File: src/rtl/stream_cycle_gen.sv
// stream_cycle_gen: loads a pattern of up to DEPTH words, then streams it cyclically; STREAM_CYCLE_REPS_EN adds a repeat count
module stream_cycle_gen #(
  parameter int N = 8,
  parameter int DEPTH = 4,
  parameter int AW = $clog2(DEPTH + 1)
) (
  input  logic          clk,
  input  logic          nrst,
  input  logic [N-1:0]  dIn,
  input  logic          in_valid,
  input  logic          in_last,
  output logic          in_ready,
  input  logic          stop,
`ifdef STREAM_CYCLE_REPS_EN
  input  logic [7:0]    reps,
`endif
  output logic [N-1:0]  sOut,
  output logic          sOut_valid,
  input  logic          sOut_ready,
  output logic [AW-1:0] len
);
  localparam int IW = DEPTH > 1 ? $clog2(DEPTH) : 1;
  typedef enum logic {LOAD, CYCLE} state_t;
  state_t state, state_nx;
  logic [N-1:0] mem [DEPTH];
  logic [AW-1:0] rd, len_inc, last_idx;
  logic load_end, wrap, done;
  assign len_inc = len + 1'b1;
  assign last_idx = len - 1'b1;
  assign load_end = in_valid && (in_last || len_inc == AW'(DEPTH));
  assign wrap = rd == last_idx;
`ifdef STREAM_CYCLE_REPS_EN
  logic [7:0] reps_q, pass;
  assign done = sOut_ready && wrap && reps_q != 8'd0 && pass + 8'd1 == reps_q;
  // capture the repeat count at the end of load and count completed passes while cycling
  always_ff @(posedge clk or negedge nrst)
    if (!nrst) begin
      reps_q <= '0;
      pass <= '0;
    end else if (state == LOAD) begin
      pass <= '0;
      if (load_end) reps_q <= reps;
    end else if (sOut_ready && wrap) pass <= pass + 8'd1;
`else
  assign done = 1'b0;
`endif
  // state register
  always_ff @(posedge clk or negedge nrst)
    if (!nrst) state <= LOAD;
    else state <= state_nx;
  // next state and handshake outputs; sOut is forced to zero outside CYCLE
  always_comb begin
    state_nx = state;
    in_ready = state == LOAD;
    sOut_valid = state == CYCLE;
    sOut = state == CYCLE ? mem[rd[IW-1:0]] : '0;
    if (state == LOAD && load_end) state_nx = CYCLE;
    if (state == CYCLE && (stop || done)) state_nx = LOAD;
  end
  // pattern storage, fill count and read index
  always_ff @(posedge clk or negedge nrst)
    if (!nrst) begin
      for (int i = 0; i < DEPTH; i++) mem[i] <= '0;
      len <= '0;
      rd <= '0;
    end else if (state == LOAD) begin
      if (in_valid) begin
        mem[len[IW-1:0]] <= dIn;
        len <= len_inc;
      end
      rd <= '0;
    end else if (stop || done) begin
      len <= '0;
      rd <= '0;
    end else if (sOut_ready) rd <= wrap ? '0 : rd + 1'b1;
endmodule

File: config.mk
export PLATFORM = sky130hd
export DESIGN_NAME = stream_cycle_gen
export DESIGN_NICKNAME = d
export VERILOG_FILES = /design/src/rtl/stream_cycle_gen.sv
export SDC_FILE = /design/constraint.sdc
export NUM_CORES = 1
export LEC_CHECK = 0
export BUFFER_PORTS_ARGS = -buffer_cell sky130_fd_sc_hd__buf_2
export CAP_MARGIN = 10
export CELL_PAD_IN_SITES_DETAIL_PLACEMENT = 0
export CELL_PAD_IN_SITES_GLOBAL_PLACEMENT = 1
export CORE_AREA = 5 5 75 77
export DETAILED_ROUTE_END_ITERATION = 8
export DIE_AREA = 0 0 80 82
export PLACE_DENSITY = 0.82
export SLEW_MARGIN = 20
export SYNTH_ARGS = -nofsm -noshare
export SYNTH_HDL_FRONTEND = slang
export SYNTH_SLANG_ARGS = --single-unit
File: constraint.sdc
create_clock -name clk -period 2 [get_ports clk]
set_clock_uncertainty 0.15 [all_clocks]
set_input_delay 0.4 -clock clk [delete_from_list [all_inputs] [get_ports clk]]
set_output_delay 0.4 -clock clk [all_outputs]
set_load 0.1 [all_outputs]
# Word-level counts from Yosys, hierarchy flattened
# Index checks and enable logic that the tools add are counted.
[word_totals]
output_inout_bits = 13
regBits = 39
[classes]
muxes = 16
eq_ne = 4
magnitude_cmp = 3
n_bitwise = 3
addsub = 3
n_reduce_logical = 9
[ops]
columns = ["op", "n"]
rows = [
  ["$bwmux W32", 1],
  ["$mux W8", 4],
  ["$mux W3", 7],
  ["$bmux W8 S2", 1],
  ["$demux W8 S2", 1],
  ["$add A3 B1 Y3 const B", 2],
  ["$ge A3 B3 Y1 const B", 2],
  ["$not A2 Y3", 2],
  ["$logic_and A1 B1 Y1", 4],
  ["$reduce_and A2 Y1", 2],
  ["$reduce_bool A2 Y1", 2],
  ["$eq A3 B3 Y1", 1],
  ["$eq A3 B3 Y1 const B", 1],
  ["$lt A3 B1 Y1 const B", 1],
  ["$ne A3 B3 Y1 const B", 1],
  ["$sub A3 B1 Y3 const B", 1],
  ["$mux W1", 2],
  ["$ne A2 B2 Y1 const B", 1],
  ["$logic_or A1 B1 Y1", 1],
  ["$not A1 Y1", 1],
]

# Longest topological paths before layout
[logic_depth]
ltp_word = 7
ltp_mapped = 5
ltp_nobuf = 5

# Worst setup path before layout
# OpenSTA, ideal clock, no wires.
[synth_timing]
path_kind = "reg-to-output"
start = "register state (netlist: sOut_valid)"
end = "output port sOut[1]"
t_required_ps = 1450
arrival_time_ps = 2102
path_slack_ps = -652
path_stages_with_launch = 3
cell_sequence = "dfrtp_1 -> clkbuf_1 -> and2_1"
[synth_between]
elab_chain_cells = 1
[synth_rtl]
columns = ["element", "line", "source"]
rows = [
  ["start: declaration", "24", "state_t state, state_nx;"],
  ["start signal: assignment", "50", "else state <= state_nx;"],
  ["$mux W8", "56", "sOut = state == CYCLE ? mem[rd[IW-1:0]] : '0;"],
  ["end: declaration", "17", "output logic [N-1:0] sOut,"],
]
# Every way passes these cells.

# Worst setup path in the final report
[layout_timing]
start = "register rd[0]"
end = "output port sOut[5]"
[layout_between]
elab_chain_cells = 5
[layout_rtl]
columns = ["element", "line", "source"]
rows = [
  ["start: declaration", "26", "logic [AW-1:0] rd, len_inc, last_idx;"],
  ["start signal: assignment", "75", "end else if (sOut_ready) rd <= wrap ? '0 : rd + 1'b1;"],
  ["$not A2 Y3 (implied by the code)", "56", ""],
  ["$bmux W8 S2", "56", ""],
  ["$mux W8 (implied by the code) (2 in a row)", "56", ""],
  ["$mux W8", "56", ""],
]
# Every way passes these cells. The select of a mux whose other input is x is not followed.

==> results.sh <==
export IMPL_vias=1239
export IMPL_synth_cells=138
export IMPL_cts_path_max_buffers=2
export IMPL_slew_headroom_pct=57.7
export IMPL_ys_warn_count=0
export IMPL_drtPass1Iterations=4
export IMPL_reg2reg_slack_ns=0.23
export IMPL_max_freq_ghz=0.446
export IMPL_drc=0
export IMPL_worstSetupPathType="reg -> out"
export IMPL_hold_path_class="in -> reg"
export IMPL_register_area_um2=983
export IMPL_critPathMaxStageDelay_ns=0.49
export IMPL_final_period_utilization_pct=112
export IMPL_multi_input_area_um2=1100
export IMPL_syn_avg_cell_area_um2=15.3
export IMPL_crit_arrival_ns=1.69
export IMPL_synthDistinctLibCells=29
export IMPL_grt_busiest_layer="met2"
export IMPL_gp_congestion=0.717
export IMPL_use_met3_pct=3.18
export IMPL_fp_dieH_um=82
export IMPL_required_ns=1.45
export IMPL_wirelength_mm=4.34
export IMPL_insertion_delay_ns=0.29
export IMPL_setup_violations=8
export IMPL_drive_gt1_share_pct=57.5
export IMPL_grt_pass1_vias=1381
export IMPL_initial_core_util_pct=42.8
export IMPL_r2r_cells=6
export IMPL_portBuffers=26
export IMPL_fill_cells=419
export IMPL_wl_per_cell_um=17.3
export IMPL_via_per_inst=4.94
export IMPL_synth_seq_cells=39
export IMPL_slowest_stage="mux4_2"
export IMPL_netlist_area_um2=2120
export IMPL_power_mw=4.23
export IMPL_status="finished with violations"
export IMPL_final_setup_worst_slack_ns=-0.242
export IMPL_p_leak_nw=1.27
export IMPL_reg2reg_from="rd[0]"
export IMPL_use_met2_pct=23.6
export IMPL_rows=26
export IMPL_die_x_um=80
export IMPL_detail_route_antenna_nets=0
export IMPL_pin_count=27
export IMPL_dpl_hpwl_mm=3.12
export IMPL_htree_levels=2
export IMPL_rsz0062_at_grt="yes"
export IMPL_clock_sinks=39
export IMPL_root_buffer="clkbuf_8"
export IMPL_antenna_found_initial=0
export IMPL_powerDensity_nw_per_um2=1590
export IMPL_final_util_pct=53.8
export IMPL_layout_min_cycle_time_ns=2.24
export IMPL_cp_max_fo=5
export IMPL_tightest_slew_ns=0.635
export IMPL_worst_ir_drop_vdd_mv=0.820
export IMPL_insertedDiodeCount=0
export IMPL_final_max_slew_violation_count=0
export IMPL_maxCapViolCount=0
export IMPL_worstReg2RegEnd="rd[1]"
export IMPL_cts_tree="done"
export IMPL_seq_area_frac_synth_pct=46.1
export IMPL_place_area_um2=2490
export IMPL_grt_pass1_wl_mm=7.09
export IMPL_endpoint_kind="primary output"
export IMPL_grt_overflow=0
export IMPL_cp_endpoint="sOut[5]"
export IMPL_use_met1_pct=19.1
export IMPL_violations="negative setup slack"
export IMPL_grt_max_degree=29
export IMPL_drt_iter0_markers=18
export IMPL_clk_pin_slew_ns=0.08
export IMPL_numCtsBuffers=5
export IMPL_path_cells="buf_6, mux4_2, and2_4, buf_12"
export IMPL_startpoint="rd[0]"
export IMPL_synth_nets=159
export IMPL_coreArea_um2=4940
export IMPL_final_area_um2=2660
export IMPL_critPathLaunchType="register"
export IMPL_grt_usage_pct=14.3
export IMPL_final_hold_viol_count=0
export IMPL_area_growth_pct=25.7
export IMPL_die_area_um2=6560
export IMPL_fin_nets=201
worst max-delay path: cells and delay by family (launching register included):
kind	cells	cell delay, ns
flops	1	0.44
buf+inv	2	0.29
simple gates	1	0.18
mux	1	0.49
worst min-delay path by stage:
stage	depth (start not counted)	end	startpoint
final	2	len[1]	stop
after global placement	1	len[2]	nrst
after global routing	2	len[1]	stop
after CTS	2	len[1]	stop
after floorplan	0	len[0]	nrst
after detailed placement	1	sOut_valid	nrst
synth_stat cells (all sizes together):
cell type | instances | share of area, %
xor2 | 2 | 0.83
ha | 7 | 4.1
nor2 | 5 | 0.89
and3 | 1 | 0.30
nor2b | 2 | 0.95
nand2b | 1 | 0.30
o22ai | 2 | 0.59
nor3 | 1 | 0.24
mux2i | 1 | 0.47
nand2 | 9 | 4.7
a311o | 1 | 0.47
a211oi | 1 | 0.35
dfrtp | 39 | 46
o2111a | 1 | 0.53
o21ai | 3 | 0.71
xnor2 | 1 | 0.41
mux4 | 8 | 8.5
clkbuf | 1 | 0.18
mux2 | 32 | 23
buf | 3 | 1.7
nand4 | 1 | 0.30
inv | 6 | 1.1
xnor3 | 1 | 1.1
nand3 | 1 | 0.24
and2 | 8 | 2.4
logic make-up after synthesis:
group / synth area share (%)
DFF: 46.1
and+or+nand+nor: 10.2
muxes: 31.7
buffers and inverters: 2.95
adders and majority gates: 4.13
xor gates and xnor gates: 2.30
AOI/OAI and AO/OA: 2.66
power by group:
part	leakage (nW)	total, mW	switching [mW]	internal [mW]
clock	0.0505	0.591	0.277	0.314
sequential	0.470	1.44	0.276	1.16
combinational	0.751	2.21	1.13	1.08
total	1.27	4.23	1.68	2.55
layout by cell type, fill, tap and decap left out:
| master | count |
|---|---|
| a211oi_1 | 1 |
| a311o_1 | 1 |
| and2_4 | 8 |
| and3_1 | 1 |
| buf_12 | 8 |
| buf_2 | 18 |
| buf_4 | 9 |
| buf_6 | 3 |
| clkbuf_8 | 7 |
| clkinvlp_4 | 2 |
| dfrtp_1 | 35 |
| dfrtp_2 | 3 |
| dfrtp_4 | 1 |
| dlygate4sd3_1 | 1 |
| ha_1 | 7 |
| inv_1 | 5 |
| mux2_4 | 32 |
| mux2i_1 | 1 |
| mux4_2 | 8 |
| nand2_1 | 5 |
| nand2_8 | 4 |
| nand2b_1 | 1 |
| nand3_1 | 1 |
| nand4_1 | 1 |
| nor2_1 | 5 |
| nor2b_1 | 1 |
| nor2b_4 | 1 |
| nor3_1 | 1 |
| o2111a_1 | 1 |
| o21ai_0 | 3 |
| o22ai_1 | 2 |
| xnor2_1 | 1 |
| xnor3_1 | 1 |
| xor2_1 | 2 |
sequential cells by signal (all words and copies together) (netlist names):
| name | count |
|---|---|
| len | 3 |
| rd | 3 |
| sOut_valid | 1 |
| mem | 32 |
repair_timing:
action / CTS / global route
endpoints found under the setup margin: 8 / 8
hold buffers: 1 / 0
gates resized for setup: 13 / 1
endpoints found under the hold margin: 27 / 0
setup buffers: 1 / 1
cell type report:
class                   count  area share (%)
clock buffers               7            3.62
inverters                   6           0.987
well taps                  70            3.29
multi-input cells          89            41.3
flip-flops and latches     39            36.9
repair buffers             39            13.6
clock inverters             1           0.282
metrics by stage:
stage	TNS, ns	std cells	setup WS [ns]	hold WS (ns)
after floorplan	0	138	0.000423	-0.0456
after global placement	0	240	0.00310	0.291
after detailed placement	-0.0387	240	-0.0141	0.303
after CTS	-1.96	250	-0.275	0.170
after global routing	-2.21	251	-0.288	0.181
final	-1.83	251	-0.242	0.185
routing by layer:
metal  wire, µm  part of all wire [%]
met5          0                     0
met4         53                   1.2
met3        137                   3.2
met2       2060                    48
met1       2080                    48
No activity file was read; power rests on OpenSTA's default activity.
